===== src/rtl/xadc_drp_package.sv =====
// Sequencer state type and default DRP channel addresses for the XADC sampler.
package xadc_drp_package;

  localparam logic [6:0] XADC_VOLTAGE_ADDR_DEFAULT = 7'h13;
  localparam logic [6:0] XADC_CURRENT_ADDR_DEFAULT = 7'h1B;

  typedef enum logic [2:0] {
    IDLE   = 3'd0,
    REQ_V  = 3'd1,
    WAIT_V = 3'd2,
    REQ_I  = 3'd3,
    WAIT_I = 3'd4,
    PUSH   = 3'd5
  } xadc_sampler_state_t;

  function automatic logic [15:0] sat_inc16(input logic [15:0] v);
    return (v == 16'hFFFF) ? v : v + 16'd1;
  endfunction

endpackage


===== src/rtl/xadc_packet_package.sv =====
// Packet framing constants shared by XADC sample producers.
package xadc_packet_package;

  localparam logic [7:0] XADC_PACKET_HEADER_LOW_SPEED_SAMPLE = 8'h01;

  // A 12-bit XADC conversion sits in the upper bits of the status register.
  function automatic logic [15:0] pack_low_speed_sample(input logic [15:0] raw);
    return {XADC_PACKET_HEADER_LOW_SPEED_SAMPLE[3:0], raw[15:4]};
  endfunction

endpackage


===== src/rtl/axis_interface.sv =====
// Minimal AXI-Stream bundle with source and sink views.
interface axis_interface #(
  parameter int DATA_W = 16,
  parameter int ID_W   = 1,
  parameter int DEST_W = 1,
  parameter int USER_W = 1
) ();
  logic                  tvalid;
  logic                  tready;
  logic [DATA_W-1:0]     tdata;
  logic [DATA_W/8-1:0]   tkeep;
  logic                  tlast;
  logic [ID_W-1:0]       tid;
  logic [DEST_W-1:0]     tdest;
  logic [USER_W-1:0]     tuser;

  modport Source (output tvalid, tdata, tkeep, tlast, tid, tdest, tuser, input tready);
  modport Sink   (input tvalid, tdata, tkeep, tlast, tid, tdest, tuser, output tready);
endinterface


===== src/rtl/xadc_drp_read.sv =====
// One DRP read: a single-cycle den strobe followed by a bounded wait for drdy.
module xadc_drp_read #(
  parameter int DRP_TIMEOUT = 255
) (
  input  logic        clk_i,
  input  logic        rst_i,
  input  logic        start_i,
  input  logic [6:0]  addr_i,
  input  logic        drdy_i,
  input  logic [15:0] do_data_i,
  output logic        den_o,
  output logic [6:0]  daddr_o,
  output logic        done_o,
  output logic [15:0] data_o,
  output logic        timeout_o
);
  localparam int CNT_W = (DRP_TIMEOUT > 1) ? $clog2(DRP_TIMEOUT) : 1;
  localparam logic [CNT_W-1:0] LAST_WAIT = CNT_W'(DRP_TIMEOUT - 1);

  logic             den_q;
  logic [6:0]       daddr_q;
  logic             wait_q;
  logic [CNT_W-1:0] cnt_q;

  // drdy is only honoured from the cycle after the strobe until the read closes.
  assign done_o    = wait_q & drdy_i;
  assign timeout_o = wait_q & ~drdy_i & (cnt_q == LAST_WAIT);
  assign data_o    = do_data_i;
  assign den_o     = den_q;
  assign daddr_o   = daddr_q;

  // Strobe, then count wait cycles until drdy or the timeout limit.
  always_ff @(posedge clk_i) begin
    if (rst_i) begin
      den_q   <= 1'b0;
      daddr_q <= 7'h00;
      wait_q  <= 1'b0;
      cnt_q   <= '0;
    end else if (start_i) begin
      den_q   <= 1'b1;
      daddr_q <= addr_i;
      wait_q  <= 1'b0;
      cnt_q   <= '0;
    end else if (den_q) begin
      den_q  <= 1'b0;
      wait_q <= 1'b1;
      cnt_q  <= '0;
    end else if (wait_q) begin
      if (drdy_i || (cnt_q == LAST_WAIT)) begin
        wait_q <= 1'b0;
      end else begin
        cnt_q <= cnt_q + CNT_W'(1);
      end
    end else begin
      den_q <= 1'b0;
    end
  end

endmodule


===== src/rtl/xadc_drp_sampler.sv =====
// On each XADC end-of-sequence, reads the voltage and current channels over DRP
// and offers both readings as one paired beat on two AXI-Stream sources.
module xadc_drp_sampler
  import xadc_drp_package::*, xadc_packet_package::*;
#(
  parameter logic [6:0] VOLTAGE_ADDR = XADC_VOLTAGE_ADDR_DEFAULT,
  parameter logic [6:0] CURRENT_ADDR = XADC_CURRENT_ADDR_DEFAULT,
  parameter int         DRP_TIMEOUT  = 255
) (
  input  logic          clk,
  input  logic          rst,
  input  logic          eos,
  output logic [6:0]    daddr,
  output logic          den,
  output logic          dwe,
  output logic [15:0]   di,
  input  logic [15:0]   do_data,
  input  logic          drdy,
  axis_interface.Source voltage_channel,
  axis_interface.Source current_monitor_channel,
  output logic [15:0]   overrun_count,
  output logic          drp_timeout_err
);

  xadc_sampler_state_t state_q;
  logic                v_valid_q;
  logic                i_valid_q;
  logic [15:0]         v_data_q;
  logic [15:0]         i_data_q;
  logic [15:0]         ovr_q;
  logic [15:0]         ovr_d;
  logic                err_q;

  logic                rd_start_s;
  logic [6:0]          rd_addr_s;
  logic                rd_done_s;
  logic [15:0]         rd_data_s;
  logic                rd_timeout_s;
  logic                v_fin_s;
  logic                i_fin_s;

  assign ovr_d   = sat_inc16(ovr_q);
  assign v_fin_s = ~v_valid_q | voltage_channel.tready;
  assign i_fin_s = ~i_valid_q | current_monitor_channel.tready;

  // Kick a read on accepted eos (voltage) and on voltage completion (current).
  always_comb begin
    rd_start_s = 1'b0;
    rd_addr_s  = VOLTAGE_ADDR;
    if ((state_q == IDLE) && eos) begin
      rd_start_s = 1'b1;
      rd_addr_s  = VOLTAGE_ADDR;
    end else if ((state_q == WAIT_V) && rd_done_s) begin
      rd_start_s = 1'b1;
      rd_addr_s  = CURRENT_ADDR;
    end else begin
      rd_start_s = 1'b0;
      rd_addr_s  = VOLTAGE_ADDR;
    end
  end

  xadc_drp_read #(
    .DRP_TIMEOUT (DRP_TIMEOUT)
  ) u_drp_read (
    .clk_i     (clk),
    .rst_i     (rst),
    .start_i   (rd_start_s),
    .addr_i    (rd_addr_s),
    .drdy_i    (drdy),
    .do_data_i (do_data),
    .den_o     (den),
    .daddr_o   (daddr),
    .done_o    (rd_done_s),
    .data_o    (rd_data_s),
    .timeout_o (rd_timeout_s)
  );

  // Sequencer: one read pair per accepted eos, then hold the beat until both sinks take it.
  always_ff @(posedge clk) begin
    if (rst) begin
      state_q   <= IDLE;
      v_valid_q <= 1'b0;
      i_valid_q <= 1'b0;
      v_data_q  <= 16'h0000;
      i_data_q  <= 16'h0000;
      ovr_q     <= 16'h0000;
      err_q     <= 1'b0;
    end else begin
      if (eos && (state_q != IDLE)) begin
        ovr_q <= ovr_d;
      end
      case (state_q)
        IDLE: begin
          if (eos) state_q <= REQ_V;
        end
        REQ_V: state_q <= WAIT_V;
        WAIT_V: begin
          if (rd_done_s) begin
            v_data_q <= pack_low_speed_sample(rd_data_s);
            state_q  <= REQ_I;
          end else if (rd_timeout_s) begin
            err_q   <= 1'b1;
            state_q <= IDLE;
          end
        end
        REQ_I: state_q <= WAIT_I;
        WAIT_I: begin
          if (rd_done_s) begin
            i_data_q  <= pack_low_speed_sample(rd_data_s);
            v_valid_q <= 1'b1;
            i_valid_q <= 1'b1;
            state_q   <= PUSH;
          end else if (rd_timeout_s) begin
            err_q   <= 1'b1;
            state_q <= IDLE;
          end
        end
        PUSH: begin
          // Each stream retires on its own handshake; the pair retires when both have.
          if (v_fin_s && i_fin_s) begin
            v_valid_q <= 1'b0;
            i_valid_q <= 1'b0;
            state_q   <= IDLE;
          end else begin
            if (v_fin_s) v_valid_q <= 1'b0;
            if (i_fin_s) i_valid_q <= 1'b0;
          end
        end
        default: begin
          v_valid_q <= 1'b0;
          i_valid_q <= 1'b0;
          state_q   <= IDLE;
        end
      endcase
    end
  end

  assign dwe             = 1'b0;
  assign di              = 16'h0000;
  assign overrun_count   = ovr_q;
  assign drp_timeout_err = err_q;

  assign voltage_channel.tvalid = v_valid_q;
  assign voltage_channel.tdata  = v_data_q;
  assign voltage_channel.tlast  = v_valid_q;
  assign voltage_channel.tkeep  = '1;
  assign voltage_channel.tid    = '0;
  assign voltage_channel.tdest  = '0;
  assign voltage_channel.tuser  = '0;

  assign current_monitor_channel.tvalid = i_valid_q;
  assign current_monitor_channel.tdata  = i_data_q;
  assign current_monitor_channel.tlast  = i_valid_q;
  assign current_monitor_channel.tkeep  = '1;
  assign current_monitor_channel.tid    = '0;
  assign current_monitor_channel.tdest  = '0;
  assign current_monitor_channel.tuser  = '0;

endmodule


===== src/flat_wrapper.sv =====
// flat-port wrapper written by rule: the top's interface ports become plain ports
module xadc_drp_sampler_flat import xadc_drp_package::*, xadc_packet_package::*;
#(
  parameter logic [6:0] VOLTAGE_ADDR = XADC_VOLTAGE_ADDR_DEFAULT,
  parameter logic [6:0] CURRENT_ADDR = XADC_CURRENT_ADDR_DEFAULT,
  parameter int         DRP_TIMEOUT  = 255
)
  (clk, rst, eos, daddr, den, dwe, di, do_data, drdy, overrun_count, drp_timeout_err, voltage_channel_tvalid, voltage_channel_tdata, voltage_channel_tkeep, voltage_channel_tlast, voltage_channel_tid, voltage_channel_tdest, voltage_channel_tuser, voltage_channel_tready, current_monitor_channel_tvalid, current_monitor_channel_tdata, current_monitor_channel_tkeep, current_monitor_channel_tlast, current_monitor_channel_tid, current_monitor_channel_tdest, current_monitor_channel_tuser, current_monitor_channel_tready);
  axis_interface #(.DATA_W(16)) voltage_channel_i ();
  axis_interface #(.DATA_W(16)) current_monitor_channel_i ();
  input  logic clk;
  input  logic rst;
  input  logic eos;
  output logic [6:0] daddr;
  output logic den;
  output logic dwe;
  output logic [15:0] di;
  input  logic [15:0] do_data;
  input  logic drdy;
  output logic [15:0] overrun_count;
  output logic drp_timeout_err;
  output wire logic [$bits(voltage_channel_i.tvalid)-1:0] voltage_channel_tvalid;
  output wire logic [$bits(voltage_channel_i.tdata)-1:0] voltage_channel_tdata;
  output wire logic [$bits(voltage_channel_i.tkeep)-1:0] voltage_channel_tkeep;
  output wire logic [$bits(voltage_channel_i.tlast)-1:0] voltage_channel_tlast;
  output wire logic [$bits(voltage_channel_i.tid)-1:0] voltage_channel_tid;
  output wire logic [$bits(voltage_channel_i.tdest)-1:0] voltage_channel_tdest;
  output wire logic [$bits(voltage_channel_i.tuser)-1:0] voltage_channel_tuser;
  input wire logic [$bits(voltage_channel_i.tready)-1:0] voltage_channel_tready;
  output wire logic [$bits(current_monitor_channel_i.tvalid)-1:0] current_monitor_channel_tvalid;
  output wire logic [$bits(current_monitor_channel_i.tdata)-1:0] current_monitor_channel_tdata;
  output wire logic [$bits(current_monitor_channel_i.tkeep)-1:0] current_monitor_channel_tkeep;
  output wire logic [$bits(current_monitor_channel_i.tlast)-1:0] current_monitor_channel_tlast;
  output wire logic [$bits(current_monitor_channel_i.tid)-1:0] current_monitor_channel_tid;
  output wire logic [$bits(current_monitor_channel_i.tdest)-1:0] current_monitor_channel_tdest;
  output wire logic [$bits(current_monitor_channel_i.tuser)-1:0] current_monitor_channel_tuser;
  input wire logic [$bits(current_monitor_channel_i.tready)-1:0] current_monitor_channel_tready;
  assign voltage_channel_tvalid = voltage_channel_i.tvalid;
  assign voltage_channel_tdata = voltage_channel_i.tdata;
  assign voltage_channel_tkeep = voltage_channel_i.tkeep;
  assign voltage_channel_tlast = voltage_channel_i.tlast;
  assign voltage_channel_tid = voltage_channel_i.tid;
  assign voltage_channel_tdest = voltage_channel_i.tdest;
  assign voltage_channel_tuser = voltage_channel_i.tuser;
  assign voltage_channel_i.tready = voltage_channel_tready;
  assign current_monitor_channel_tvalid = current_monitor_channel_i.tvalid;
  assign current_monitor_channel_tdata = current_monitor_channel_i.tdata;
  assign current_monitor_channel_tkeep = current_monitor_channel_i.tkeep;
  assign current_monitor_channel_tlast = current_monitor_channel_i.tlast;
  assign current_monitor_channel_tid = current_monitor_channel_i.tid;
  assign current_monitor_channel_tdest = current_monitor_channel_i.tdest;
  assign current_monitor_channel_tuser = current_monitor_channel_i.tuser;
  assign current_monitor_channel_i.tready = current_monitor_channel_tready;
  xadc_drp_sampler #(.VOLTAGE_ADDR(VOLTAGE_ADDR), .CURRENT_ADDR(CURRENT_ADDR), .DRP_TIMEOUT(DRP_TIMEOUT)) u_core (.clk(clk), .rst(rst), .eos(eos), .daddr(daddr), .den(den), .dwe(dwe), .di(di), .do_data(do_data), .drdy(drdy), .voltage_channel(voltage_channel_i), .current_monitor_channel(current_monitor_channel_i), .overrun_count(overrun_count), .drp_timeout_err(drp_timeout_err));
endmodule

===== config.mk =====
export PLATFORM = sky130hd
export DESIGN_NAME = xadc_drp_sampler_flat
export DESIGN_NICKNAME = d
export VERILOG_FILES = /design/src/rtl/xadc_drp_package.sv /design/src/rtl/xadc_packet_package.sv /design/src/rtl/axis_interface.sv /design/src/rtl/xadc_drp_read.sv /design/src/rtl/xadc_drp_sampler.sv /design/src/flat_wrapper.sv
export SDC_FILE = /design/constraint.sdc
export NUM_CORES = 1
export LEC_CHECK = 0
export CAP_MARGIN = 10
export CORE_ASPECT_RATIO = 1.25
export CORE_MARGIN = 2
export CORE_UTILIZATION = 48
export DETAILED_ROUTE_END_ITERATION = 10
export GPL_TIMING_DRIVEN = 1
export MAX_ROUTING_LAYER = met4
export PLACE_DENSITY = 0.93
export SLEW_MARGIN = 20
export SYNTH_ARGS = -nofsm -noshare
export SYNTH_HDL_FRONTEND = slang
export SYNTH_SLANG_ARGS = --single-unit
export TNS_END_PERCENT = 1

===== constraint.sdc =====
create_clock -name clk -period 5.1 [get_ports clk]
set_clock_uncertainty 0.05 [all_clocks]
set_input_delay 1.53 -clock clk [delete_from_list [all_inputs] [get_ports clk]]
set_output_delay 1.53 -clock clk [all_outputs]
set_load 0.01 [all_outputs]

# Yosys cells after proc, flatten, opt, wreduce, memory -nomap -nowiden
# Cells that the tools add are included.
# W data, S select, Z words.
# word_totals
regBits,65
in_bits,22
ram_bits,0
elab_cells,77
latch_bits,0
out_inout_bits,88
n_memories,0
rom_bits,0
# classes
n_mul,0
muxes,21
div_mod_pow,0
n_eq_ne,12
order_cmp,0
n_addsub,2
shift,0
reduce_logical,19
n_bitwise,12
# ops
op,count
$pmux W3 S6,1
$add A16 B1 Y16 const B,1
$eq A16 B16 Y1 const B,1
$mux W3,5
$mux W1,11
$reduce_and A2 Y1,5
$reduce_and A3 Y1,3
$add A8 B1 Y8 const B,1
$eq A8 B8 Y1 const B,1
$mux W7,1
$not A1 Y1,7
$eq A3 B2 Y1 const B,2
$eq A3 B3 Y1 const B,2
$ne A3 B1 Y1 const B,2
$pmux W1 S3,2
$logic_and A1 B1 Y1,4
$mux W4,1
$ne A2 B1 Y1 const B,2
$reduce_or A2 Y1,2
$reduce_or A4 Y1,1
$and A1 B1 Y1,3
$eq A3 B1 Y1 const B,1
$logic_not A3 Y1,1
$reduce_bool A3 Y1,1
4 further kinds,5

# Longest topological paths before layout
# depth
ltp_word,6
depth_mapped,7
depth_no_buf,6

# Cells and area by module
# A second synthesis with hierarchy kept.
# hier_totals
cells_unflattened,386
area_unflattened_um2,3235.6
# by_module_without_submodules
mod,n_inst,cells_per_inst,area_per_inst_um2
xadc_drp_sampler,1,288,2337.2
xadc_drp_read,1,98,898.4

# Worst setup path before layout
# OpenSTA, ideal clock, no wires.
# synth_timing
kind,input -> register
start,in eos
end,reg u_core.ovr_q[13] (netlist: u_core.overrun_count[13])
required_time_ns,4.980
n_path_buf,1
setup_slack_ns,2.133
arrival_time_ns,2.846
cell_stages,5
path_cell_list,o31ai_1 or4_1 buf_2 or4_1 a21oi_1
# synth_between
elab_chain_len,2
# synth_rtl
element,line_no,text
"start, declared",flat_wrapper.sv:13,input logic eos;
$logic_and A1 B1 Y1,xadc_drp_sampler.sv:89,if (eos && (state_q != IDLE)) begin
$reduce_and A2 Y1 (no line),n/a,
"end signal, assigned",xadc_drp_sampler.sv:90,ovr_q <= ovr_d;
"end, declared",xadc_drp_sampler.sv:30,logic [15:0] ovr_q;
# Every way passes these cells.
# A chain may end at the register's enable or synchronous reset.

# Final worst setup path
# Ends and elaborated chain as after synthesis.

==> results.cfg <==
[sta]
hold_viol_final = 0
max_slew_margin_pct = 34.0
min_period_ps = 3350
fin_crit_sh_pct = 65.7
setup_violations = 0
fmax_mhz = 298
rsz0062_at_grt = no
finalMaxSlewViolations = 0
tightestPinTransition_ps = 989
fin_setup_tns_ps = 0

[worst_setup_path]
critPathCaptureType = flop
r2r_cells = 4
startpoint_type = primary input
crit_path_max_incr_delay_ps = 700
cpMostUsedCell = or4_1
crit_required_ps = 5310
timing.rr.end = u_core.overrun_count[13]$_SDFFE_PP0P_
path_class = primary input to flop
cp_max_fo = 8
crit_chain = clkdlybuf4s50_1 -> o31ai_1 -> or4_1 -> or4_1 -> a21oi_1
reg2reg_slack_ps = 2840
startpoint = eos
cp.arrival_ps = 3560
slowest_stage = or4_1
cp-endpoint = u_core.overrun_count[13]$_SDFFE_PP0P_
r2r_start = u_core.state_q[0]$_SDFFE_PP0P_

[route]
wl_per_cell_um = 13.3
ant_nets = 0
vias = 2531
drtIter0Drc = 103
wirelength_um = 6340
drc = 0
avgViaCountPerCell = 5.32
first_pass_iters = 4

[power_and_ir_drop]
pwr-share-clk_pct = 42.1
p_sw_share_pct = 26.1
cellLeakagePower_uw = 0.00130
ir_drop_uv = 247
p_sw_uw = 264
p_int_uw = 748
comb_power_share_pct = 9.1
seq_power_share_pct = 48.8
p_per_area_mw_per_mm2 = 276

[global_routing]
grt_pass1_wl_um = 10300
antenna_found_initial = 0
grt_max_degree = 58
grt.total_usage_pct = 20.0
grt_overflow_total = 0
grt_pass1_vias = 2341

[synthesis]
synthArstFlopShare_pct = 0
synth_xor_area_share_pct = 1.21
synthTopCellsByArea = dfxtp_1 41%, buf_4 10%, nand2_1 4.9%
synth_simple_gate_area_share_pct = 22.9
yosysTopAreaCell = dfxtp_1
ys_ff_latch = 60
synth_edf_count = 0
synth_adder_area_share_pct = 1.29
synth_mux_area_share_pct = 6.76
synth_compound_area_share_pct = 13.0
yosysWarnings = 0
ys.flop_type = dfxtp_1
yosysUniqueCellTypes = 48
synth_top_family_by_area = simple AND/OR/NAND/NOR gates
synth_top_area_share_pct = 41.3
yosysSeqAreaShare_pct = 41.3
syn-cell-area_mm2 = 0.00291
synth.avg_cell_area_um2 = 8.47
syn_inst = 343

[clock_network]
cts_sinks = 60
h-tree-depth = 3
clkSlewWorstSetupHoldPaths_ps = 70
cts_buffers = 9
clk_latency_ps = 340
cts_resized = 0
cts_buffer_depth = 2
cts_tree = done
cts_root_buf = clkbuf_8
post_cts_buffers = 0
hold_buffers = 0

[flow_run]
maxCapViolCount = 0

[floorplanning]
die_h_um = 91
start_util_pct = 50.0
dieArea_mm2 = 0.00670
ios = 110
num_rows = 31
coreArea_mm2 = 0.00582
die_w_um = 73.6

[finish]
fin_util_pct = 62.9
antennaDiodeCount = 0
drive_gt1_share_pct = 7.07
nFillCells = 471
finalNetCount = 430
syn_to_final_growth_pct = 26.0

[placed_design]
hpwl_um = 4470
io_buffers = 69
place.gp.congestion = 0.806

[worst_hold_path]
hold_class = flop to flop

[status]
status = completed
metrics by stage:
stage / total power (uW) / setup WS [ps] / hold slack, ps / cell area [um2] / std cells
2_1_floorplan: 581 / 2130 / 431 / 3030 / 377
3_3_place_gp: 592 / 1460 / 391 / 3460 / 460
4_1_cts: 1020 / 1760 / 406 / 3660 / 476
5_1_grt: 1050 / 1660 / 426 / 3660 / 476
6_report: 1010 / 1750 / 407 / 3660 / 476
3_5_place_dp: 596 / 1410 / 399 / 3460 / 460
power by group through the flow:
| stage | registers [uW] | logic [uW] | clock network [uW] |
|---|---|---|---|
| 2_1_floorplan | 498 | 83.4 | 0 |
| 3_3_place_gp | 503 | 88.9 | 0 |
| 3_5_place_dp | 504 | 91.8 | 0 |
| 4_1_cts | 494 | 92.4 | 432 |
| 5_1_grt | 496 | 102 | 452 |
| 6_report | 494 | 92.4 | 426 |
critical path, delay by kind of cell:
family,cells,cell delay (ps)
compound gates,2,290
buf+inv,1,530
simple gates,2,1220
layout make-up:
cell class | instances | area (um2) | share of cell area (%)
Timing Repair Buffer | 71 | 701 | 19.1
Sequential cell | 60 | 1200 | 32.8
Inverter | 8 | 30.0 | 0.820
Clock buffer | 9 | 124 | 3.38
Clock inverter | 7 | 76.3 | 2.08
Multi-Input combinational cell | 255 | 1450 | 39.5
Tap cell | 66 | 82.6 | 2.25
sequential cells by signal, indices dropped and copies added (netlist names):
name and cells:
u_core.current_monitor_channel.tdata 13, u_core.current_monitor_channel.tlast 1, u_core.drp_timeout_err 1, u_core.overrun_count 16, u_core.state_q 3, u_core.u_drp_read.cnt_q 8
u_core.u_drp_read.daddr_o 2, u_core.u_drp_read.den_o 1, u_core.u_drp_read.wait_q 1, u_core.voltage_channel.tdata 13, u_core.voltage_channel.tlast 1
logic make-up after synthesis:
family / after synthesis
and+or+nand+nor: 134
other: 2
adders and majority gates: 3
buffers and inverters: 62
muxes: 19
xor gates and xnor gates: 4
DFF: 60
AOI/OAI and AO/OA: 59
how the worst min path moves through the flow:
stage / from / end / cells past startpoint / slack, ps
5_1_grt: u_core.voltage_channel.tdata[6]$_SDFFE_PP0P_ / u_core.voltage_channel.tdata[6]$_SDFFE_PP0P_ / 2 / 430
3_3_place_gp: u_core.voltage_channel.tdata[7]$_SDFFE_PP0P_ / u_core.voltage_channel.tdata[7]$_SDFFE_PP0P_ / 2 / 390
4_1_cts: u_core.voltage_channel.tdata[6]$_SDFFE_PP0P_ / u_core.voltage_channel.tdata[6]$_SDFFE_PP0P_ / 2 / 410
6_report: u_core.voltage_channel.tdata[6]$_SDFFE_PP0P_ / u_core.voltage_channel.tdata[6]$_SDFFE_PP0P_ / 2 / 410
2_1_floorplan: u_core.voltage_channel.tdata[0]$_SDFFE_PP0P_ / u_core.voltage_channel.tdata[0]$_SDFFE_PP0P_ / 2 / 430
3_5_place_dp: u_core.voltage_channel.tdata[6]$_SDFFE_PP0P_ / u_core.voltage_channel.tdata[6]$_SDFFE_PP0P_ / 2 / 400
cell usage after synthesis, drive strengths merged, types with 4 or more instances:
| cell | n |
|---|---|
| nor4 | 4 |
| nor2 | 38 |
| nor3 | 13 |
| clkbuf | 11 |
| nand3 | 7 |
| nand2b | 7 |
| dfxtp | 60 |
| xnor2 | 4 |
| a211oi | 7 |
| nor2b | 7 |
| nand2 | 38 |
| mux2 | 5 |
| buf | 43 |
| nand4 | 4 |
| mux2i | 14 |
| a21oi | 27 |
| inv | 8 |
layer usage:
metal / wire (um) / part of all wire (%) / up-vias / GRT usage (%)
met3: 469 / 7.4 / 9 / 5.88
li1: - / - / 1246 / -
met5: 0 / 0 / - / -
met1: 2570 / 41 / 1179 / 21.8
met4: 106 / 1.7 / 0 / 9.09
met2: 3200 / 50 / 97 / 32.7
layout by cell type, fill, tap and decap left out, drive strengths merged, types with 4 or more instances in the layout:
master         synthesis  final
mux2i                 14     14
nor2                  38     38
dfxtp                 60     60
nor2b                  7      7
nand2                 38     38
nand2b                 7      7
inv                    8      9
nand3                  7      7
a21oi                 27     27
xnor2                  4      4
clkdlybuf4s50          0     68
nand4                  4      4
conb                   2     36
clkbuf                11      9
nor3                  13     13
mux2                   5      5
a211oi                 7      7
nor4                   4      4
Note: power is estimated with default switching activity, not from simulation.
